$ cat src/rtl/multicycle_control_pkg.sv
// Shared definitions for the multicycle CPU control path: state codes, opcodes,
// ALUOp and mux-select constants, and the registered control-word layout.
package cpu_defs;

    typedef enum logic [3:0] {
        S_IDLE     = 4'd0,
        S_FETCH    = 4'd1,
        S_DECODE   = 4'd2,
        S_MEM_ADDR = 4'd3,
        S_MEM_READ = 4'd4,
        S_MEM_WB   = 4'd5,
        S_MEM_WRITE= 4'd6,
        S_R_EXEC   = 4'd7,
        S_R_WB     = 4'd8,
        S_BRANCH   = 4'd9,
        S_JUMP     = 4'd10,
        S_IMM_EXEC = 4'd11,
        S_IMM_WB   = 4'd12
    } state_t;

    localparam logic [5:0] OP_RTYPE = 6'h00;
    localparam logic [5:0] OP_LW    = 6'h23;
    localparam logic [5:0] OP_SW    = 6'h2B;
    localparam logic [5:0] OP_BEQ   = 6'h04;
    localparam logic [5:0] OP_BNE   = 6'h05;
    localparam logic [5:0] OP_J     = 6'h02;
    localparam logic [5:0] OP_ADDI  = 6'h08;
    localparam logic [5:0] OP_ORI   = 6'h0D;
    localparam logic [5:0] OP_LUI   = 6'h0F;

    localparam logic [1:0] ALUOP_FUNCT = 2'b00;
    localparam logic [1:0] ALUOP_SUB   = 2'b01;
    localparam logic [1:0] ALUOP_ADD   = 2'b10;
    localparam logic [1:0] ALUOP_IMM   = 2'b11;

    localparam logic       ALU_A_PC      = 1'b0;
    localparam logic       ALU_A_REG     = 1'b1;
    localparam logic [1:0] ALU_B_REG     = 2'b00;
    localparam logic [1:0] ALU_B_FOUR    = 2'b01;
    localparam logic [1:0] ALU_B_IMM     = 2'b10;
    localparam logic [1:0] ALU_B_IMM_SH2 = 2'b11;

    localparam logic [1:0] PC_SRC_ALU    = 2'b00;
    localparam logic [1:0] PC_SRC_ALUOUT = 2'b01;
    localparam logic [1:0] PC_SRC_JUMP   = 2'b10;

    // Moore part of the control word; ir_write and the FETCH pc_write are gated separately.
    typedef struct packed {
        logic       pc_write;
        logic       pc_write_cond;
        logic       branch_ne;
        logic       i_or_d;
        logic       mem_read;
        logic       mem_write;
        logic       mem_to_reg;
        logic       reg_dst;
        logic       reg_write;
        logic       alu_src_a;
        logic [1:0] alu_src_b;
        logic [1:0] alu_op;
        logic [1:0] pc_source;
    } ctrl_t;

    function automatic logic is_legal_op(input logic [5:0] op);
        case (op)
            OP_RTYPE, OP_LW, OP_SW, OP_BEQ, OP_BNE, OP_J,
            OP_ADDI, OP_ORI, OP_LUI: return 1'b1;
            default:                 return 1'b0;
        endcase
    endfunction

endpackage

$ cat src/rtl/multicycle_control_if.sv
// Control bundle between the multicycle control FSM (master) and the datapath (slave).
interface multicycle_control_if #(
    parameter int CNT_W = 32
);
    logic [5:0]       opcode;
    logic             mem_ready;
    logic             pc_write;
    logic             pc_write_cond;
    logic             branch_ne;
    logic             i_or_d;
    logic             mem_read;
    logic             mem_write;
    logic             ir_write;
    logic             mem_to_reg;
    logic             reg_dst;
    logic             reg_write;
    logic             alu_src_a;
    logic [1:0]       alu_src_b;
    logic [1:0]       alu_op;
    logic [1:0]       pc_source;
    logic             illegal_op;
    logic [CNT_W-1:0] retired;
    logic [3:0]       state;

    modport master (
        input  opcode, mem_ready,
        output pc_write, pc_write_cond, branch_ne, i_or_d, mem_read, mem_write,
               ir_write, mem_to_reg, reg_dst, reg_write, alu_src_a, alu_src_b,
               alu_op, pc_source, illegal_op, retired, state
    );

    modport slave (
        output opcode, mem_ready,
        input  pc_write, pc_write_cond, branch_ne, i_or_d, mem_read, mem_write,
               ir_write, mem_to_reg, reg_dst, reg_write, alu_src_a, alu_src_b,
               alu_op, pc_source, illegal_op, retired, state
    );
endinterface

$ cat src/rtl/multicycle_control.sv
// Main control FSM for the multicycle MIPS-subset CPU; 3-5 cycles per instruction,
// stalls in FETCH/MEM_READ/MEM_WRITE while mem_ready is low, counts retired instructions.
module multicycle_control
    import cpu_defs::*;
#(
    parameter int CNT_W = 32
) (
    input  logic                 clk,
    input  logic                 rst,
    multicycle_control_if.master bus
);

    state_t           state_q, state_d;
    ctrl_t            ctrl_q, ctrl_d;
    logic [CNT_W-1:0] retired_q, retired_d;
    logic             retire;
    logic             fetch_fire;

    always_comb begin
        state_d = state_q;
        retire  = 1'b0;
        case (state_q)
            S_IDLE:      state_d = S_FETCH;
            S_FETCH:     if (bus.mem_ready) state_d = S_DECODE;
            S_DECODE: begin
                case (bus.opcode)
                    OP_LW, OP_SW:            state_d = S_MEM_ADDR;
                    OP_RTYPE:                state_d = S_R_EXEC;
                    OP_BEQ, OP_BNE:          state_d = S_BRANCH;
                    OP_J:                    state_d = S_JUMP;
                    OP_ADDI, OP_ORI, OP_LUI: state_d = S_IMM_EXEC;
                    default:                 state_d = S_FETCH;
                endcase
            end
            S_MEM_ADDR:  state_d = (bus.opcode == OP_LW) ? S_MEM_READ : S_MEM_WRITE;
            S_MEM_READ:  if (bus.mem_ready) state_d = S_MEM_WB;
            S_MEM_WB: begin
                state_d = S_FETCH;
                retire  = 1'b1;
            end
            S_MEM_WRITE: begin
                if (bus.mem_ready) begin
                    state_d = S_FETCH;
                    retire  = 1'b1;
                end
            end
            S_R_EXEC:    state_d = S_R_WB;
            S_IMM_EXEC:  state_d = S_IMM_WB;
            S_R_WB, S_BRANCH, S_JUMP, S_IMM_WB: begin
                state_d = S_FETCH;
                retire  = 1'b1;
            end
            default:     state_d = S_FETCH;
        endcase
        retired_d = retire ? retired_q + CNT_W'(1) : retired_q;
    end

    // Control word is decoded from the next state so the outputs come straight off flops.
    // opcode is only consulted for BRANCH, which is always entered from DECODE where it is stable.
    always_comb begin
        ctrl_d = '0;
        case (state_d)
            S_FETCH: begin
                ctrl_d.mem_read  = 1'b1;
                ctrl_d.alu_src_a = ALU_A_PC;
                ctrl_d.alu_src_b = ALU_B_FOUR;
                ctrl_d.alu_op    = ALUOP_ADD;
                ctrl_d.pc_source = PC_SRC_ALU;
            end
            S_DECODE: begin
                ctrl_d.alu_src_a = ALU_A_PC;
                ctrl_d.alu_src_b = ALU_B_IMM_SH2;
                ctrl_d.alu_op    = ALUOP_ADD;
            end
            S_MEM_ADDR: begin
                ctrl_d.alu_src_a = ALU_A_REG;
                ctrl_d.alu_src_b = ALU_B_IMM;
                ctrl_d.alu_op    = ALUOP_ADD;
            end
            S_MEM_READ: begin
                ctrl_d.mem_read = 1'b1;
                ctrl_d.i_or_d   = 1'b1;
            end
            S_MEM_WB: begin
                ctrl_d.reg_write  = 1'b1;
                ctrl_d.mem_to_reg = 1'b1;
            end
            S_MEM_WRITE: begin
                ctrl_d.mem_write = 1'b1;
                ctrl_d.i_or_d    = 1'b1;
            end
            S_R_EXEC: begin
                ctrl_d.alu_src_a = ALU_A_REG;
                ctrl_d.alu_src_b = ALU_B_REG;
                ctrl_d.alu_op    = ALUOP_FUNCT;
            end
            S_R_WB: begin
                ctrl_d.reg_write = 1'b1;
                ctrl_d.reg_dst   = 1'b1;
            end
            S_BRANCH: begin
                ctrl_d.alu_src_a     = ALU_A_REG;
                ctrl_d.alu_src_b     = ALU_B_REG;
                ctrl_d.pc_write_cond = 1'b1;
                ctrl_d.pc_source     = PC_SRC_ALUOUT;
                ctrl_d.branch_ne     = bus.opcode[0];
                // bne goes through the ALU decoder, which maps opcode 0x05 to subtract
                ctrl_d.alu_op        = bus.opcode[0] ? ALUOP_IMM : ALUOP_SUB;
            end
            S_JUMP: begin
                ctrl_d.pc_write  = 1'b1;
                ctrl_d.pc_source = PC_SRC_JUMP;
            end
            S_IMM_EXEC: begin
                ctrl_d.alu_src_a = ALU_A_REG;
                ctrl_d.alu_src_b = ALU_B_IMM;
                ctrl_d.alu_op    = ALUOP_IMM;
            end
            S_IMM_WB: begin
                ctrl_d.reg_write = 1'b1;
            end
            default: ;
        endcase
    end

    always_ff @(posedge clk or posedge rst) begin
        if (rst) begin
            state_q   <= S_IDLE;
            ctrl_q    <= '0;
            retired_q <= '0;
        end else begin
            state_q   <= state_d;
            ctrl_q    <= ctrl_d;
            retired_q <= retired_d;
        end
    end

    assign fetch_fire = (state_q == S_FETCH) && bus.mem_ready;

    assign bus.pc_write      = ctrl_q.pc_write | fetch_fire;
    assign bus.ir_write      = fetch_fire;
    assign bus.pc_write_cond = ctrl_q.pc_write_cond;
    assign bus.branch_ne     = ctrl_q.branch_ne;
    assign bus.i_or_d        = ctrl_q.i_or_d;
    assign bus.mem_read      = ctrl_q.mem_read;
    assign bus.mem_write     = ctrl_q.mem_write;
    assign bus.mem_to_reg    = ctrl_q.mem_to_reg;
    assign bus.reg_dst       = ctrl_q.reg_dst;
    assign bus.reg_write     = ctrl_q.reg_write;
    assign bus.alu_src_a     = ctrl_q.alu_src_a;
    assign bus.alu_src_b     = ctrl_q.alu_src_b;
    assign bus.alu_op        = ctrl_q.alu_op;
    assign bus.pc_source     = ctrl_q.pc_source;
    assign bus.illegal_op    = (state_q == S_DECODE) && !is_legal_op(bus.opcode);
    assign bus.retired       = retired_q;
    assign bus.state         = state_q;

endmodule

$ cat src/flat_wrapper.sv
// flat-port wrapper written by rule: the top's interface ports become plain ports
module multicycle_control_flat import cpu_defs::*;
#(
    parameter int CNT_W = 32
)
  (clk, rst, bus_opcode, bus_mem_ready, bus_pc_write, bus_pc_write_cond, bus_branch_ne, bus_i_or_d, bus_mem_read, bus_mem_write, bus_ir_write, bus_mem_to_reg, bus_reg_dst, bus_reg_write, bus_alu_src_a, bus_alu_src_b, bus_alu_op, bus_pc_source, bus_illegal_op, bus_retired, bus_state);
  multicycle_control_if #(.CNT_W(CNT_W)) bus_i ();
  input  logic clk;
  input  logic rst;
  input wire logic [$bits(bus_i.opcode)-1:0] bus_opcode;
  input wire logic [$bits(bus_i.mem_ready)-1:0] bus_mem_ready;
  output wire logic [$bits(bus_i.pc_write)-1:0] bus_pc_write;
  output wire logic [$bits(bus_i.pc_write_cond)-1:0] bus_pc_write_cond;
  output wire logic [$bits(bus_i.branch_ne)-1:0] bus_branch_ne;
  output wire logic [$bits(bus_i.i_or_d)-1:0] bus_i_or_d;
  output wire logic [$bits(bus_i.mem_read)-1:0] bus_mem_read;
  output wire logic [$bits(bus_i.mem_write)-1:0] bus_mem_write;
  output wire logic [$bits(bus_i.ir_write)-1:0] bus_ir_write;
  output wire logic [$bits(bus_i.mem_to_reg)-1:0] bus_mem_to_reg;
  output wire logic [$bits(bus_i.reg_dst)-1:0] bus_reg_dst;
  output wire logic [$bits(bus_i.reg_write)-1:0] bus_reg_write;
  output wire logic [$bits(bus_i.alu_src_a)-1:0] bus_alu_src_a;
  output wire logic [$bits(bus_i.alu_src_b)-1:0] bus_alu_src_b;
  output wire logic [$bits(bus_i.alu_op)-1:0] bus_alu_op;
  output wire logic [$bits(bus_i.pc_source)-1:0] bus_pc_source;
  output wire logic [$bits(bus_i.illegal_op)-1:0] bus_illegal_op;
  output wire logic [$bits(bus_i.retired)-1:0] bus_retired;
  output wire logic [$bits(bus_i.state)-1:0] bus_state;
  assign bus_i.opcode = bus_opcode;
  assign bus_i.mem_ready = bus_mem_ready;
  assign bus_pc_write = bus_i.pc_write;
  assign bus_pc_write_cond = bus_i.pc_write_cond;
  assign bus_branch_ne = bus_i.branch_ne;
  assign bus_i_or_d = bus_i.i_or_d;
  assign bus_mem_read = bus_i.mem_read;
  assign bus_mem_write = bus_i.mem_write;
  assign bus_ir_write = bus_i.ir_write;
  assign bus_mem_to_reg = bus_i.mem_to_reg;
  assign bus_reg_dst = bus_i.reg_dst;
  assign bus_reg_write = bus_i.reg_write;
  assign bus_alu_src_a = bus_i.alu_src_a;
  assign bus_alu_src_b = bus_i.alu_src_b;
  assign bus_alu_op = bus_i.alu_op;
  assign bus_pc_source = bus_i.pc_source;
  assign bus_illegal_op = bus_i.illegal_op;
  assign bus_retired = bus_i.retired;
  assign bus_state = bus_i.state;
  multicycle_control #(.CNT_W(CNT_W)) u_core (.clk(clk), .rst(rst), .bus(bus_i));
endmodule
$ cat config.mk
export PLATFORM = sky130hd
export DESIGN_NAME = multicycle_control_flat
export DESIGN_NICKNAME = d
export VERILOG_FILES = /design/src/rtl/multicycle_control_pkg.sv /design/src/rtl/multicycle_control_if.sv /design/src/rtl/multicycle_control.sv /design/src/flat_wrapper.sv
export SDC_FILE = /design/constraint.sdc
export NUM_CORES = 1
export LEC_CHECK = 0
export ABC_CLOCK_PERIOD_IN_PS = 3770
export CORE_MARGIN = 10
export CORE_UTILIZATION = 45
export CTS_CLUSTER_DIAMETER = 200
export DETAILED_ROUTE_END_ITERATION = 16
export DONT_BUFFER_PORTS = 1
export GPL_TIMING_DRIVEN = 0
export HOLD_SLACK_MARGIN = 0.15
export SLEW_MARGIN = 15
export SYNTH_ARGS = -nofsm -noshare
export SYNTH_HDL_FRONTEND = slang
export SYNTH_SLANG_ARGS = --single-unit
$ cat constraint.sdc
create_clock -name clk -period 3.77 [get_ports clk]
set_input_delay 0.754 -clock clk [delete_from_list [all_inputs] [get_ports clk]]
set_output_delay 0.754 -clock clk [all_outputs]
set_load 0.01 [all_outputs]
==> results.md, run 1 <==
* Vias per inst at 5.45
* ANT nets after route at 0
* 1st-iter DRT viols at 44
* Starting density of the core at 47.3%
* Largest net degree at the start of global routing at 30
* Initial antenna violation count at 0
* Setup TNS at 0 ns
* Clock buffer count from CTS at 5
* Max clock buf depth at 2
* Post-route insts no fill at 311
* Yosys warns at 0
* Post-Syn Instances at 232
* Peak VDD IR at 0.227 mV
* Fmax at 380 MHz
* Sequential area share after synthesis at 51.5%
* Most common cell after layout, fill and taps aside: dfrtp_1
* Post-DP HPWL at 4.03 mm
* Maxcap violations at 0
* Req. time, crit path at 3.02 ns
* I/O Buffers at 0
* CTS tree: built
* Cell Rows at 26
* Die area at 8880 um2
* Final setup violation count at 0
* Worst Tran Pin Value at 0.586 ns
* Post-Route WL at 5.34 mm
* Detailed Routing Iterations Pass 1 at 4
* Synth-to-layout area growth at 7.77%
* Post-layout util at 51.0%
* Crit share post-route at 69.7%
* Syn_nets at 242
* Overall power at 1.45 mW
* GR Overflow Total at 0
* Cts repair resizes at 0
* Largest fanout on the critical path at 5
* H-tree depth at 2
* CTS Root Cell: clkbuf_8
* Ys flop type: dfrtp_1
* DP Area at 2590 um2
* Worst rel slew slack at 60.7%
* Final Instance Area at 2670 um2
* Share of layout cells above drive strength 1 at 13.3%
* EDFF count, synth at 0
* Worst Clk Skew at 0.00634 ns
* CTS sink count at 51
* Via count at 1695
* Power Density at 541 nW/um2
* Commonest non-fill, non-tap cells in the layout: 51 x dfrtp_1, 19 x xor2_1, 14 x nor2_1, 14 x xnor2_1, 14 x nand2_1
* Post-Syn Area per Cell at 10.7 um2
* Minimum clock period at 2.63 ns
* First-pass GRT wire length at 8.63 mm
* Die width at 94.2 um
* Postcts setup bufs at 0
* P_leak at 1.19 nW
* Worst hold path class: in2async
* Fraction of registers with async set/reset at 100%
* Slew Limit Fails at 0
* Core box area at 5240 um2
* WL/cell at 17.2 um
* Dpl cells at 303
* Number of global-route vias before repair at 1652
* # nets final at 250
* Count of final hold-check violations at 0
* CP arrival at 1.87 ns
* GPL Wtd Cong at 0.834
* Crit Path Class: reg2out
* Number of diodes at 0
* Worst Setup End Kind: primary output
* # DRC at 0
* Io pins at 63
* Run status: finished, final reports clean
* Clk_lat worst skew at 0.30 ns
* Mapped cell area at 2480 um2
* Die height at 94.2 um
* Yosys reg bits at 51
* Hold buffers post-CTS at 0
* CTS clock-pin slew for the worst setup and hold paths at 0.09 ns
* Max FFs per register at 32
* Count of cell types in the netlist at 51
* GRT Resource Usage Total at 12.1%
* Unrepaired setup endpoints after global routing: false
* Setup crit start kind: flop
==> metrics by stage <==
| stage | hold WS [ns] | setup slack (ns) |
|---|---|---|
| 2_1_floorplan | 0.504 | 1.59 |
| 3_3_place_gp | 0.536 | 1.22 |
| 3_5_place_dp | 0.545 | 1.43 |
| 4_1_cts | 0.365 | 1.11 |
| 5_1_grt | 0.383 | 1.06 |
| 6_report | 0.348 | 1.14 |
==> final timing paths <==
path	start	to	slack [ns]	cells after the start
setup / recovery	u_core.bus.state[0]	bus_illegal_op	1.14	3
hold / removal	rst	u_core.bus.retired[9]	0.35	1
min in group clk	u_core.bus.retired[31]	u_core.bus.retired[31]	0.55	1
max in group asynchronous	rst	u_core.bus.reg_dst	2.89	2
hold reg to reg	u_core.bus.retired[31]	u_core.bus.retired[31]	0.55	1
setup reg to reg	u_core.bus.state[0]	u_core.bus.retired[17]	1.53	7
==> worst max-delay path, stage by stage, from the launching register on <==
cell     delay (ns)
dfrtp_1        0.47
or4b_2         0.75
a31oi_1        0.16
and2_1         0.20
==> cells in the mapped netlist, types with 2 or more instances <==
cell type,count,area (um2)
or2_2,2,12.5
nand4_1,6,37.5
buf_4,6,45.0
nor4_1,3,18.8
and2_1,3,18.8
a211oi_1,2,15.0
clkbuf_1,2,7.51
or4b_2,2,20.0
o21ai_0,6,30.0
nand2_1,14,52.6
xor2_1,19,166
a32oi_1,2,17.5
nor2b_1,2,12.5
and4_1,3,26.3
buf_2,3,15.0
nand4b_1,3,26.3
nor2_1,14,52.6
nor4_2,2,25.0
nor3_1,12,60.1
nor3b_1,3,22.5
dfrtp_1,51,1280
xnor2_1,14,123
nand3_1,10,50.1
and3_1,2,12.5
o21ai_1,3,15.0
nand2b_1,6,37.5
inv_1,13,48.8
==> area by class of cell <==
cell class	instances	area (um2)
fillers	468	2560
well taps	70	87.6
multi-input cells	156	1080
flip-flops and latches	51	1280
clock inverters	2	12.5
repair buffers	1	20.0
clock buffers	6	72.6
plain buffers	12	78.8
inverters	13	48.8
==> report_power, final <==
group | internal [mW] | switching (mW) | total (mW)
registers | 0.631 | 0.110 | 0.741
logic | 0.162 | 0.238 | 0.401
clock network | 0.130 | 0.174 | 0.304
==> layer usage <==
metal | global-route usage, % | vias up | wire length [um]
met4 | 3.42 | 0 | 50
met3 | 5.60 | 5 | 500
li1 | - | 823 | -
met2 | 19.9 | 50 | 2590
met5 | 0 | - | 0
met1 | 13.7 | 817 | 2210
==> cell families (layout without fill, tap and decap cells) <==
kind of cell	count (synthesis)	in the layout	synth area share [%]
and+or+nand+nor	95	95	23.1
DFF	51	51	51.5
xor gates and xnor gates	33	33	11.7
AOI/OAI and AO/OA	25	25	7.32
buffers and inverters	25	34	5.15
adders and majority gates	2	2	0.908
muxes	1	1	0.454
Power figures use the tool's default switching activity.
==> run 2: changes to the inputs <==
--- a/config.mk
+++ b/config.mk
@@ -5,7 +5,7 @@
 export SDC_FILE = /design/constraint.sdc
 export NUM_CORES = 1
 export LEC_CHECK = 0
-export ABC_CLOCK_PERIOD_IN_PS = 3770
+export ABC_CLOCK_PERIOD_IN_PS = 2500
 export CORE_MARGIN = 10
 export CORE_UTILIZATION = 45
 export CTS_CLUSTER_DIAMETER = 200
==> constraint.sdc (replaced) <==
create_clock -name clk -period 2.5 [get_ports clk]
set_input_delay 0.5 -clock clk [delete_from_list [all_inputs] [get_ports clk]]
set_output_delay 0.5 -clock clk [all_outputs]
set_load 0.01 [all_outputs]
==> run 2 against run 1 <==
  * Non-clock buffer count rose by 1
  * Utilization rose by 0.19 points
  * Sequential power rose by 51%
  * Global-route usage barely moved
==> results.md, run 2 (synthesized netlist as in run 1, its figures left out) <==
* 1st-iter DRT viols at 46 (was 44)
* Clk_lat worst skew at 0.30 ns (about the same)
* GR Overflow Total at 0 (unchanged)
* # DRC at 0 (unchanged)
* Starting density of the core at 47.3% (unchanged)
* Post-Route WL at 5.35 mm (was 5.34 mm)
* GRT Resource Usage Total at 12.1% (about the same)
* Slew Limit Fails at 0 (unchanged)
* Vias per inst at 5.45 (about the same)
* Via count at 1699 (was 1695)
* Die width at 94.2 um (unchanged)
* Critical Path, Cell by Cell: or4b_2, a31oi_1, and2_1 (unchanged)
* Final setup violation count at 0 (unchanged)
* Hold WS at 0.309 ns (was 0.348 ns)
* Worst Setup End Kind: primary output (unchanged)
* Worst Clk Skew at 0.00634 ns (unchanged)
* Hold Path Depth at 2
* Crit Path Class: reg2out (unchanged)
* Peak VDD IR at 0.342 mV (was 0.227 mV)
* H-tree depth at 2 (unchanged)
* Largest net degree at the start of global routing at 30 (unchanged)
* WL/cell at 17.1 um (was 17.2 um)
* Max FFs per register at 32 (unchanged)
* CTS tree: built (unchanged)
* Number of diodes at 0 (unchanged)
* CP arrival at 1.87 ns (about the same)
* P_leak at 1.20 nW (was 1.19 nW)
* Detailed Routing Iterations Pass 1 at 4 (unchanged)
* Unrepaired setup endpoints after global routing: false (unchanged)
* Count of final hold-check violations at 0 (unchanged)
* GPL Wtd Cong at 0.834 (unchanged)
* Post-DP HPWL at 4.03 mm (unchanged)
* ANT nets after route at 0 (unchanged)
* CTS sink count at 51 (unchanged)
* Clock buffer count from CTS at 5 (unchanged)
* Synth-to-layout area growth at 8.17% (was 7.77%)
* Max clock buf depth at 2 (unchanged)
* Crit share post-route at 95.0%
* First-pass GRT wire length at 8.65 mm (was 8.63 mm)
* R2R depth at 7 (unchanged)
* CTS Root Cell: clkbuf_8 (unchanged)
* Core box area at 5240 um2 (unchanged)
* Worst hold path class: in2reg (was in2async)
* Fmax at 421 MHz
* Slowest cell on the critical path: or4b_2 (unchanged)
* I/O Buffers at 0 (unchanged)
* Largest fanout on the critical path at 5 (unchanged)
* Share of layout cells above drive strength 1 at 13.2% (was 13.3%)
* Power Density at 814 nW/um2 (was 541 nW/um2)
* Cell Rows at 26 (unchanged)
* Setup TNS at 0 ns (unchanged)
* # nets final at 251 (was 250)
* Initial antenna violation count at 0 (unchanged)
* Minimum clock period at 2.37 ns
* Worst Tran Pin Value at 0.586 ns (unchanged)
* Die area at 8880 um2 (unchanged)
* Number of global-route vias before repair at 1658 (was 1652)
* Die height at 94.2 um (unchanged)
* Setup crit start kind: flop (unchanged)
* Run status: finished, final reports clean (unchanged)
* Most common cell after layout, fill and taps aside: dfrtp_1 (unchanged)
* Worst rel slew slack at 60.7% (unchanged)
* Postcts setup bufs at 0 (unchanged)
* Io pins at 63 (unchanged)
* Req. time, crit path at 2.00 ns (was 3.02 ns)
* Commonest non-fill, non-tap cells in the layout: 51 x dfrtp_1, 19 x xor2_1, 14 x nor2_1, 14 x xnor2_1, 14 x nand2_1 (unchanged)
* CTS clock-pin slew for the worst setup and hold paths at 0.09 ns (about the same)
* Max incr delay on CP at 0.75 ns (about the same)
* Maxcap violations at 0 (unchanged)
[run 2: changes by cell type in the layout (fill, tap and decap cells not counted), sizes merged]
cell and delta:
dlygate4sd3 +1
[run 2: worst max-delay path, delay by kind of cell (launching register included)]
kind               cells  cell delay (ns)
AOI/OAI and AO/OA      1             0.16
and+or+nand+nor        2             0.95
DFF                    1             0.47
[run 2: repair_timing]
action                                  CTS  global route
hold buffers                              1             0
endpoints found under the hold margin    22             0
gates resized for setup                   0             0
endpoints found under the setup margin    0             0
[run 2: area by class of cell]
| cell class | count | area, um2 |
|---|---|---|
| Sequential cell | 51 | 1280 |
| Multi-Input combinational cell | 156 | 1080 |
| Inverter | 13 | 48.8 |
| Tap cell | 70 | 87.6 |
| Clock inverter | 2 | 12.5 |
| Buffer | 12 | 78.8 |
| Fill cell | 467 | 2550 |
| Timing Repair Buffer | 2 | 30.0 |
| Clock buffer | 6 | 72.6 |
[run 2: per-layer routing]
layer  track usage (%)  part of all wire [%]
met2              19.9                    48
met3              5.60                   9.4
met1              13.8                    41
met5                 0                     0
met4              3.42                  0.94
[run 2: where the power goes]
part	switching [mW]	internal, mW	leakage, nW
Combinational	0.360	0.246	0.504
Sequential	0.167	0.952	0.653
Clock	0.263	0.196	0.0412
[run 2: stage by stage]
step / util, % / worst slack (ns) / cell area (um2) / power, mW / std cells
4_1_cts: 51.2 / 0.0954 / 2680 / 2.22 / 312
5_1_grt: 51.2 / 0.0335 / 2680 / 2.33 / 312
6_report: 51.2 / 0.125 / 2680 / 2.18 / 312
3_5_place_dp: 49.4 / 0.253 / 2590 / 1.75 / 303
2_1_floorplan: - / 0.517 / 2480 / 1.58 / 232
3_3_place_gp: 49.0 / 0.200 / 2570 / 1.74 / 302
[run 2: path summary, 6_finish.rpt]
| path | slack (ns) | endpoint | start |
|---|---|---|---|
| min in group asynchronous | 0.67 | u_core.bus.retired[9] | rst |
| worst min-delay path | 0.31 | u_core.bus.branch_ne | bus_opcode[0] |
| max in group asynchronous | 1.29 | u_core.bus.reg_dst | rst |
| worst min register to register | 0.55 | u_core.bus.retired[31] | u_core.bus.retired[31] |
| worst max-delay path | 0.13 | bus_illegal_op | u_core.bus.state[0] |
| worst max register to register | 0.26 | u_core.bus.retired[17] | u_core.bus.state[0] |
